===== src/rtl/prefix_sub_pipe.sv =====
// Pipelined add/subtract/compare unit built on a Kogge-Stone prefix tree.
// Three register stages: operand preconditioning (S0), the low prefix
// levels (S1), and the high prefix levels plus sum, mask and flags (S2,
// which drives the out_* registers). A single global advance signal
// moves every stage at once; bubbles travel as empty slots.
module prefix_sub_pipe #(
  parameter int W         = 64,
  parameter int PFX_SPLIT = 3
) (
  input  logic         clk,
  input  logic         rst,
  input  logic         in_valid,
  output logic         in_ready,
  input  logic         in_op,
  input  logic [1:0]   in_wsel,
  input  logic [W-1:0] in_a,
  input  logic [W-1:0] in_b,
  output logic         out_valid,
  input  logic         out_ready,
  output logic [W-1:0] out_res,
  output logic         out_carry,
  output logic         out_zero,
  output logic         out_neg,
  output logic         out_ovf,
  output logic         out_lt,
  output logic         out_ltu
);

  localparam int LEVELS = 6;

  // One Kogge-Stone level: combine each (g,p) with the pair 'span' bits below.
  // Returns {g_next, p_next}.
  function automatic logic [2*W-1:0] ks_level(input logic [W-1:0] g,
                                              input logic [W-1:0] p,
                                              input int span);
    logic [W-1:0] gn;
    logic [W-1:0] pn;
    for (int i = 0; i < W; i++) begin
      if (i >= span) begin
        gn[i] = g[i] | (p[i] & g[i-span]);
        pn[i] = p[i] & p[i-span];
      end else begin
        gn[i] = g[i];
        pn[i] = p[i];
      end
    end
    return {gn, pn};
  endfunction

  logic         advance_s;
  logic [W-1:0] b_eff_s;
  logic [W-1:0] g_in_s;
  logic [W-1:0] p_in_s;

  // S0 state
  logic         v0_r;
  logic         cin0_r;
  logic [1:0]   wsel0_r;
  logic [3:0]   asgn0_r;
  logic [W-1:0] g0_r;
  logic [W-1:0] p0_r;

  // S1 state
  logic         v1_r;
  logic         cin1_r;
  logic [1:0]   wsel1_r;
  logic [3:0]   asgn1_r;
  logic [W-1:0] p1_r;
  logic [W-1:0] gg1_r;
  logic [W-1:0] pp1_r;

  logic [W-1:0] gg_s1;
  logic [W-1:0] pp_s1;
  logic [W-1:0] gg_s2;
  logic [W-1:0] pp_s2;
  logic [W-1:0] sum_s;
  logic [W-1:0] mask_s;
  logic [5:0]   msb_s;
  logic         a_msb_s;
  logic [W-1:0] res_s;
  logic         carry_s;
  logic         neg_s;
  logic         ovf_s;

  assign advance_s = out_ready | ~out_valid;
  assign in_ready  = advance_s;

  // Operand conditioning: invert B for subtract, fold carry-in into bit 0 generate.
  always_comb begin
    b_eff_s = in_b;
    if (in_op) begin
      b_eff_s = ~in_b;
    end else begin
      b_eff_s = in_b;
    end
    g_in_s    = in_a & b_eff_s;
    p_in_s    = in_a ^ b_eff_s;
    g_in_s[0] = (in_a[0] & b_eff_s[0]) | (p_in_s[0] & in_op);
  end

  // S0 register: per-bit generate/propagate plus per-beat op, width and A sign bits.
  always_ff @(posedge clk or posedge rst) begin
    if (rst) begin
      v0_r    <= 1'b0;
      cin0_r  <= 1'b0;
      wsel0_r <= 2'd0;
      asgn0_r <= 4'd0;
      g0_r    <= '0;
      p0_r    <= '0;
    end else if (advance_s) begin
      v0_r <= in_valid;
      if (in_valid) begin
        cin0_r  <= in_op;
        wsel0_r <= in_wsel;
        asgn0_r <= {in_a[63], in_a[31], in_a[15], in_a[7]};
        g0_r    <= g_in_s;
        p0_r    <= p_in_s;
      end
    end
  end

  // Low prefix levels (spans below 2^PFX_SPLIT).
  always_comb begin
    gg_s1 = g0_r;
    pp_s1 = p0_r;
    for (int l = 0; l < LEVELS; l++) begin
      if (l < PFX_SPLIT) begin
        {gg_s1, pp_s1} = ks_level(gg_s1, pp_s1, 1 << l);
      end else begin
        {gg_s1, pp_s1} = {gg_s1, pp_s1};
      end
    end
  end

  // S1 register: partial prefix tree, original propagate kept for the sum.
  always_ff @(posedge clk or posedge rst) begin
    if (rst) begin
      v1_r    <= 1'b0;
      cin1_r  <= 1'b0;
      wsel1_r <= 2'd0;
      asgn1_r <= 4'd0;
      p1_r    <= '0;
      gg1_r   <= '0;
      pp1_r   <= '0;
    end else if (advance_s) begin
      v1_r <= v0_r;
      if (v0_r) begin
        cin1_r  <= cin0_r;
        wsel1_r <= wsel0_r;
        asgn1_r <= asgn0_r;
        p1_r    <= p0_r;
        gg1_r   <= gg_s1;
        pp1_r   <= pp_s1;
      end
    end
  end

  // High prefix levels, sum, width mask and flags; gg_s2[i] is the carry out of bit i.
  always_comb begin
    gg_s2 = gg1_r;
    pp_s2 = pp1_r;
    for (int l = 0; l < LEVELS; l++) begin
      if (l >= PFX_SPLIT) begin
        {gg_s2, pp_s2} = ks_level(gg_s2, pp_s2, 1 << l);
      end else begin
        {gg_s2, pp_s2} = {gg_s2, pp_s2};
      end
    end
    sum_s = p1_r ^ {gg_s2[W-2:0], cin1_r};
    case (wsel1_r)
      2'd0: begin mask_s = 64'h0000_0000_0000_00FF; msb_s = 6'd7;  a_msb_s = asgn1_r[0]; end
      2'd1: begin mask_s = 64'h0000_0000_0000_FFFF; msb_s = 6'd15; a_msb_s = asgn1_r[1]; end
      2'd2: begin mask_s = 64'h0000_0000_FFFF_FFFF; msb_s = 6'd31; a_msb_s = asgn1_r[2]; end
      2'd3: begin mask_s = 64'hFFFF_FFFF_FFFF_FFFF; msb_s = 6'd63; a_msb_s = asgn1_r[3]; end
      default: begin mask_s = 64'hFFFF_FFFF_FFFF_FFFF; msb_s = 6'd63; a_msb_s = asgn1_r[3]; end
    endcase
    res_s   = sum_s & mask_s;
    carry_s = gg_s2[msb_s];
    neg_s   = sum_s[msb_s];
    // Same-sign operands (propagate 0 at the msb) whose sum flips sign.
    ovf_s   = ~p1_r[msb_s] & (sum_s[msb_s] ^ a_msb_s);
  end

  // S2 / output register: holds bit-exactly while the consumer stalls.
  always_ff @(posedge clk or posedge rst) begin
    if (rst) begin
      out_valid <= 1'b0;
      out_res   <= '0;
      out_carry <= 1'b0;
      out_zero  <= 1'b0;
      out_neg   <= 1'b0;
      out_ovf   <= 1'b0;
      out_lt    <= 1'b0;
      out_ltu   <= 1'b0;
    end else if (advance_s) begin
      out_valid <= v1_r;
      if (v1_r) begin
        out_res   <= res_s;
        out_carry <= carry_s;
        out_zero  <= (res_s == '0);
        out_neg   <= neg_s;
        out_ovf   <= ovf_s;
        out_lt    <= neg_s ^ ovf_s;
        out_ltu   <= ~carry_s;
      end
    end
  end

endmodule


===== config.mk =====
export PLATFORM = sky130hd
export DESIGN_NAME = prefix_sub_pipe
export DESIGN_NICKNAME = d
export VERILOG_FILES = /design/src/rtl/prefix_sub_pipe.sv
export SDC_FILE = /design/constraint.sdc
export NUM_CORES = 1
export LEC_CHECK = 0
export ABC_CLOCK_PERIOD_IN_PS = 21800
export CAP_MARGIN = 30
export CORE_MARGIN = 1
export CORE_UTILIZATION = 30
export DETAILED_ROUTE_END_ITERATION = 16
export DONT_BUFFER_PORTS = 1
export SYNTH_ARGS = -nofsm -noshare
export SYNTH_HDL_FRONTEND = slang
export SYNTH_SLANG_ARGS = --single-unit

===== constraint.sdc =====
create_clock -name clk -period 21.8 [get_ports clk]
set_input_delay 3.27 -clock clk [delete_from_list [all_inputs] [get_ports clk]]
set_output_delay 3.27 -clock clk [all_outputs]
set_load 0.02 [all_outputs]

* Word-level counts from Yosys, hierarchy flattened
Index checks and enable logic that the tools add are counted.
Storage, ports and cells: input bits 135, output and inout port bits 72, flip-flop bits (word level) 407, logic and storage cells 962
Cells by class: reduce and logical (&&, ||, !) cells 5, equality and inequality tests 3, muxes and demuxes 10, bitwise operators 922, magnitude comparators 1
Operators with widths (number):
- 1-bit bitwise AND | 589
- 1-bit bitwise OR | 323
- 64-bit case mux with 4 select lines | 1
- 64-bit bitwise AND | 2
- 64-bit bitwise XOR | 2
- 64-bit logical NOT | 1
- 64-bit two-way mux | 1
- 64-bit NOT | 1
- 6-bit case mux with 4 select lines | 1
- 1-bit binary-select mux with 6-bit select | 3
- 6-bit by 7-bit < comparator with 1-bit output, second input constant | 1
- 2-bit AND reduction | 3
- 2-bit equality test, second input constant | 2
- 1-bit case mux with 4 select lines | 1
- 1-bit two-way mux | 3
- 1-bit NOT | 3
- 2-bit by 1-bit equality test with 1-bit output, second input constant | 1
- 2-bit logical NOT | 1
- 1-bit bitwise XOR | 2

* Longest topological paths before layout
depth in word-level cells 12, depth in mapped cells 9, mapped depth without buffers 8

* Worst setup path after synthesis
Ideal clock, no wire load.
kind input to output, start input out_ready, end output in_ready, path buffers 1, cell stages on the path 2, setup slack 14.965 ns, required time 18.530 ns, data arrival time 3.565 ns, path through nand2b_1 -> buf_2
Between the ends: word-level cells in the longest chain between the ends 1
Ends and longest elaborated chain:
- start: declaration | line 19 | input logic out_ready,
- 1-bit bitwise OR | line 85 | assign advance_s = out_ready | ~out_valid;
- end: declaration | line 13 | output logic in_ready,
Every way passes these cells.

* Worst setup path in the final report
Same ends and word-level chain as after synthesis.

==> flow_summary_export.csv <==
group,metric,value,unit
global_routing,antenna_found_initial,14,
power_and_ir_drop,cellLeakagePower,0.009710,uW
global_routing,grt_overflow,0,
status,status,"finished clean",
detailed_routing,ant_nets,0,
cells_and_area,final_cell_mix,"dfrtp_1 (399), nand2_1 (367), mux2_2 (137), o21ai_0 (128), nor2_1 (121)",
global_routing,grt_max_degree,181,
timing,fin_crit,7138,ps
worst_setup_path,cp_max_fo,10,
clock_network,clk_latency,580,ps
die,initial_core_util,0.3040,
die,die_y,255.1,um
synthesis,synth_cells,1867,
clock_network,h-tree-depth,2,
synthesis,yosysSeqAreaShare,0.5197,
detailed_routing,viasPerCell,5.169,
synthesis,synth_seq_cells,399,
worst_setup_path,worstSetupPathType,"in2out",
cells_and_area,multi_input_area,0.008811,mm2
cells_and_area,drive_above_1_share,0.1299,
worst_setup_path,cp.required,18530,ps
cells_and_area,layout.nets,2037,
clock_network,cts_tree,"yes",
synthesis,ys.flop_type,"dfrtp_1",
cells_and_area,area_growth,12.42,%
worst_setup_path,startpoint_type,"input port",
clock_network,ctsHoldBuffers,0,
global_routing,grt_usage,0.1736,
clock_network,clk_pin_slew,60,ps
hold_path,hold_path.class,"reg2reg",
placed_design,port_buffers,0,
global_routing,use_met2,0.2739,
global_routing,grt-busiest-layer,"met2",
die,die_w,255.1,um
detailed_routing,dr.pass1.iters,6,
detailed_routing,routed_wl,56750,um
worst_setup_path,cp_cell_sequence,"nand2b_1",
timing,setup_viol,0,
timing,fin_crit_sh,0.3274,
clock_network,cts_resized,0,
cells_and_area,final_cell_count_no_fill,2717,
clock_network,cts_setup_buffers,0,
clock_network,clk_path_buf_depth,3,
global_routing,met3_usage,0.05644,
placed_design,post-dp-hpwl,42120,um
placed_design,gp_congestion,0.8632,
synthesis,synth_edf_count,0,
global_routing,grt_first_pass_wirelength,86180,um
die,rows,92,
clock_network,cts_sinks,399,
timing,rsz0062_at_grt,"no",
placed_design,place_inst,2639,
die,io_pins,207,
synthesis,synthArstFlopShare,1.000,
timing,relSlewSlack,0.3441,
cells_and_area,final_common_cell,"dfrtp_1",
job,cap_viol_max_count,0,
synthesis,synth_warnings,0,
cells_and_area,fillCellCount,6334,
global_routing,grt_pass1_vias,14065,
die,fp.dieArea,0.06506,mm2
timing,setup_ws,14660,ps
worst_setup_path,cpLargestDelayFamily,"simple AND/OR/NAND/NOR gates",
power_and_ir_drop,cellPowerDensity,140.1,mW/mm2
worst_setup_path,end_kind,"output pin",
detailed_routing,drtIter0Drc,1240,
worst_setup_path,cp_slowest_stage_delay,590,ps
synthesis,synth_area_per_cell,10.29,um2
cells_and_area,ff_latch_area,0.009985,mm2
die,core_area,0.06320,mm2
timing,finalSetupTns,0,ps
worst_setup_path,worst_ep_arrival_time,3870,ps
global_routing,grtUsageMet1,0.2261,
detailed_routing,num_vias,14045,
synthesis,yosysUniqueCellTypes,65,
timing,fmax,0.1401,GHz
placed_design,post-place-ws,14650,ps
timing,clock_skew,24.22,ps
synthesis,synth.net_count,2065,
timing,worst_pin_slew,980.2,ps
timing,hold_slack,475.1,ps
synthesis,syn_area,0.01921,mm2
worst_setup_path,critPathSlowestCell,"nand2b_1",
power_and_ir_drop,peakVddDrop,0.05172,mV
timing,hold_violations,0,
detailed_routing,drcViolationCount,0,
worst_setup_path,cp_num_buf_inv,0,
timing,maxSlewViolCount,0,
clock_network,root_buffer,"clkbuf_16",
clock_network,cts_buffers,42,
detailed_routing,routedWlPerCell,20.89,um
worst_setup_path,reg2reg_setup_slack,18520,ps
==> Yosys cell counts, drive strengths merged, types with 4 or more instances <==
cell type,number,area (um2)
xor2,87,762.0
a22oi,5,37.54
a221o,12,120.1
o21a,9,67.56
ha,63,788.3
nand3,31,155.2
nand4,11,68.82
nor2b,8,50.05
nand2,370,1389
o31ai,10,80.07
nand2b,5,31.28
and2,4,27.53
a21o,18,135.1
dfrtp,399,9985
o21ai,132,660.6
mux2,137,1543
a22o,68,595.6
buf,26,103.9
xnor2,38,332.8
inv,32,120.1
nor2,122,460.5
o21bai,14,105.1
clkbuf,56,210.2
o2111ai,4,35.03
a31oi,7,43.79
nor4,5,43.79
a2111oi,4,47.55
o2bb2ai,18,157.7
nor3,11,55.05
a41oi,5,51.30
a21oi,119,610.6
==> path summary, 6_finish.rpt <==
| check | start | depth (start not counted) | to |
|---|---|---|---|
| setup / recovery | out_ready | 1 | in_ready |
| hold / removal | asgn0_r[3] | 2 | asgn1_r[3] |
| setup reg to reg | out_valid | 6 | pp1_r[33] |
| hold reg to reg | asgn0_r[3] | 2 | asgn1_r[3] |
| max in group asynchronous | rst | 3 | g0_r[57] |
| min in group asynchronous | rst | 1 | p0_r[4] |
==> sequential cells by signal, summed over array words and instances (netlist names) <==
signal     cells
cin0_r         1
out_valid      1
v0_r           1
out_ltu        1
out_res       64
pp1_r         56
out_ovf        1
wsel0_r        2
asgn0_r        4
gg1_r         64
asgn1_r        4
out_lt         1
g0_r          64
out_carry      1
wsel1_r        2
cin1_r         1
p1_r          64
out_zero       1
v1_r           1
p0_r          64
out_neg        1
==> worst reg2reg max path, stage by stage (launching register included) <==
cell	delay, ps
dfrtp_1	460
nand2b_1	590
and2_4	660
buf_4	800
nand3_1	250
nor2_1	270
a22o_1	190
==> layer usage <==
metal / part of all wire / up-vias
met5: 0.0022 / -
met4: 0.023 / 24
met3: 0.092 / 93
met2: 0.46 / 442
met1: 0.42 / 7026
li1: - / 6460
==> per-stage QoR <==
step / cell area [um2] / power [uW] / utilization
finish: 21600 / 3026 / 0.3418
global route: 21600 / 3204 / 0.3417
floorplan: 19210 / 1907 / -
CTS: 21540 / 3040 / 0.3409
global placement: 20060 / 2242 / 0.3175
detailed placement: 20080 / 2270 / 0.3178
==> power by group <==
part	internal (uW)	total, uW	leakage, uW	switching [uW]
clock	454	763	0.000718	308
sequential	990	1340	0.00504	346
combinational	352	928	0.00395	575
==> kinds of logic after synthesis <==
group / count (synthesis) / share of synthesized area
AO/OA/AOI/OAI: 443 / 0.1518
XOR/XNOR: 125 / 0.05698
adder cells (fa/ha/maj): 63 / 0.04103
buffers and inverters: 115 / 0.02279
flip-flops: 399 / 0.5197
multiplexers: 141 / 0.08368
AND/OR/NAND/NOR: 581 / 0.1241
==> area by class of cell <==
cell class / instances / share of cell area
sequential: 399 / 0.4623
multi-input combinational: 1353 / 0.4079
clock buffer: 57 / 0.05688
tap: 846 / 0.04901
clock inverter: 18 / 0.01066
timing repair buffer: 10 / 0.007067
inverter: 33 / 0.006082
antenna: 1 / 0.0001159
(Power assumes the default switching activity.)
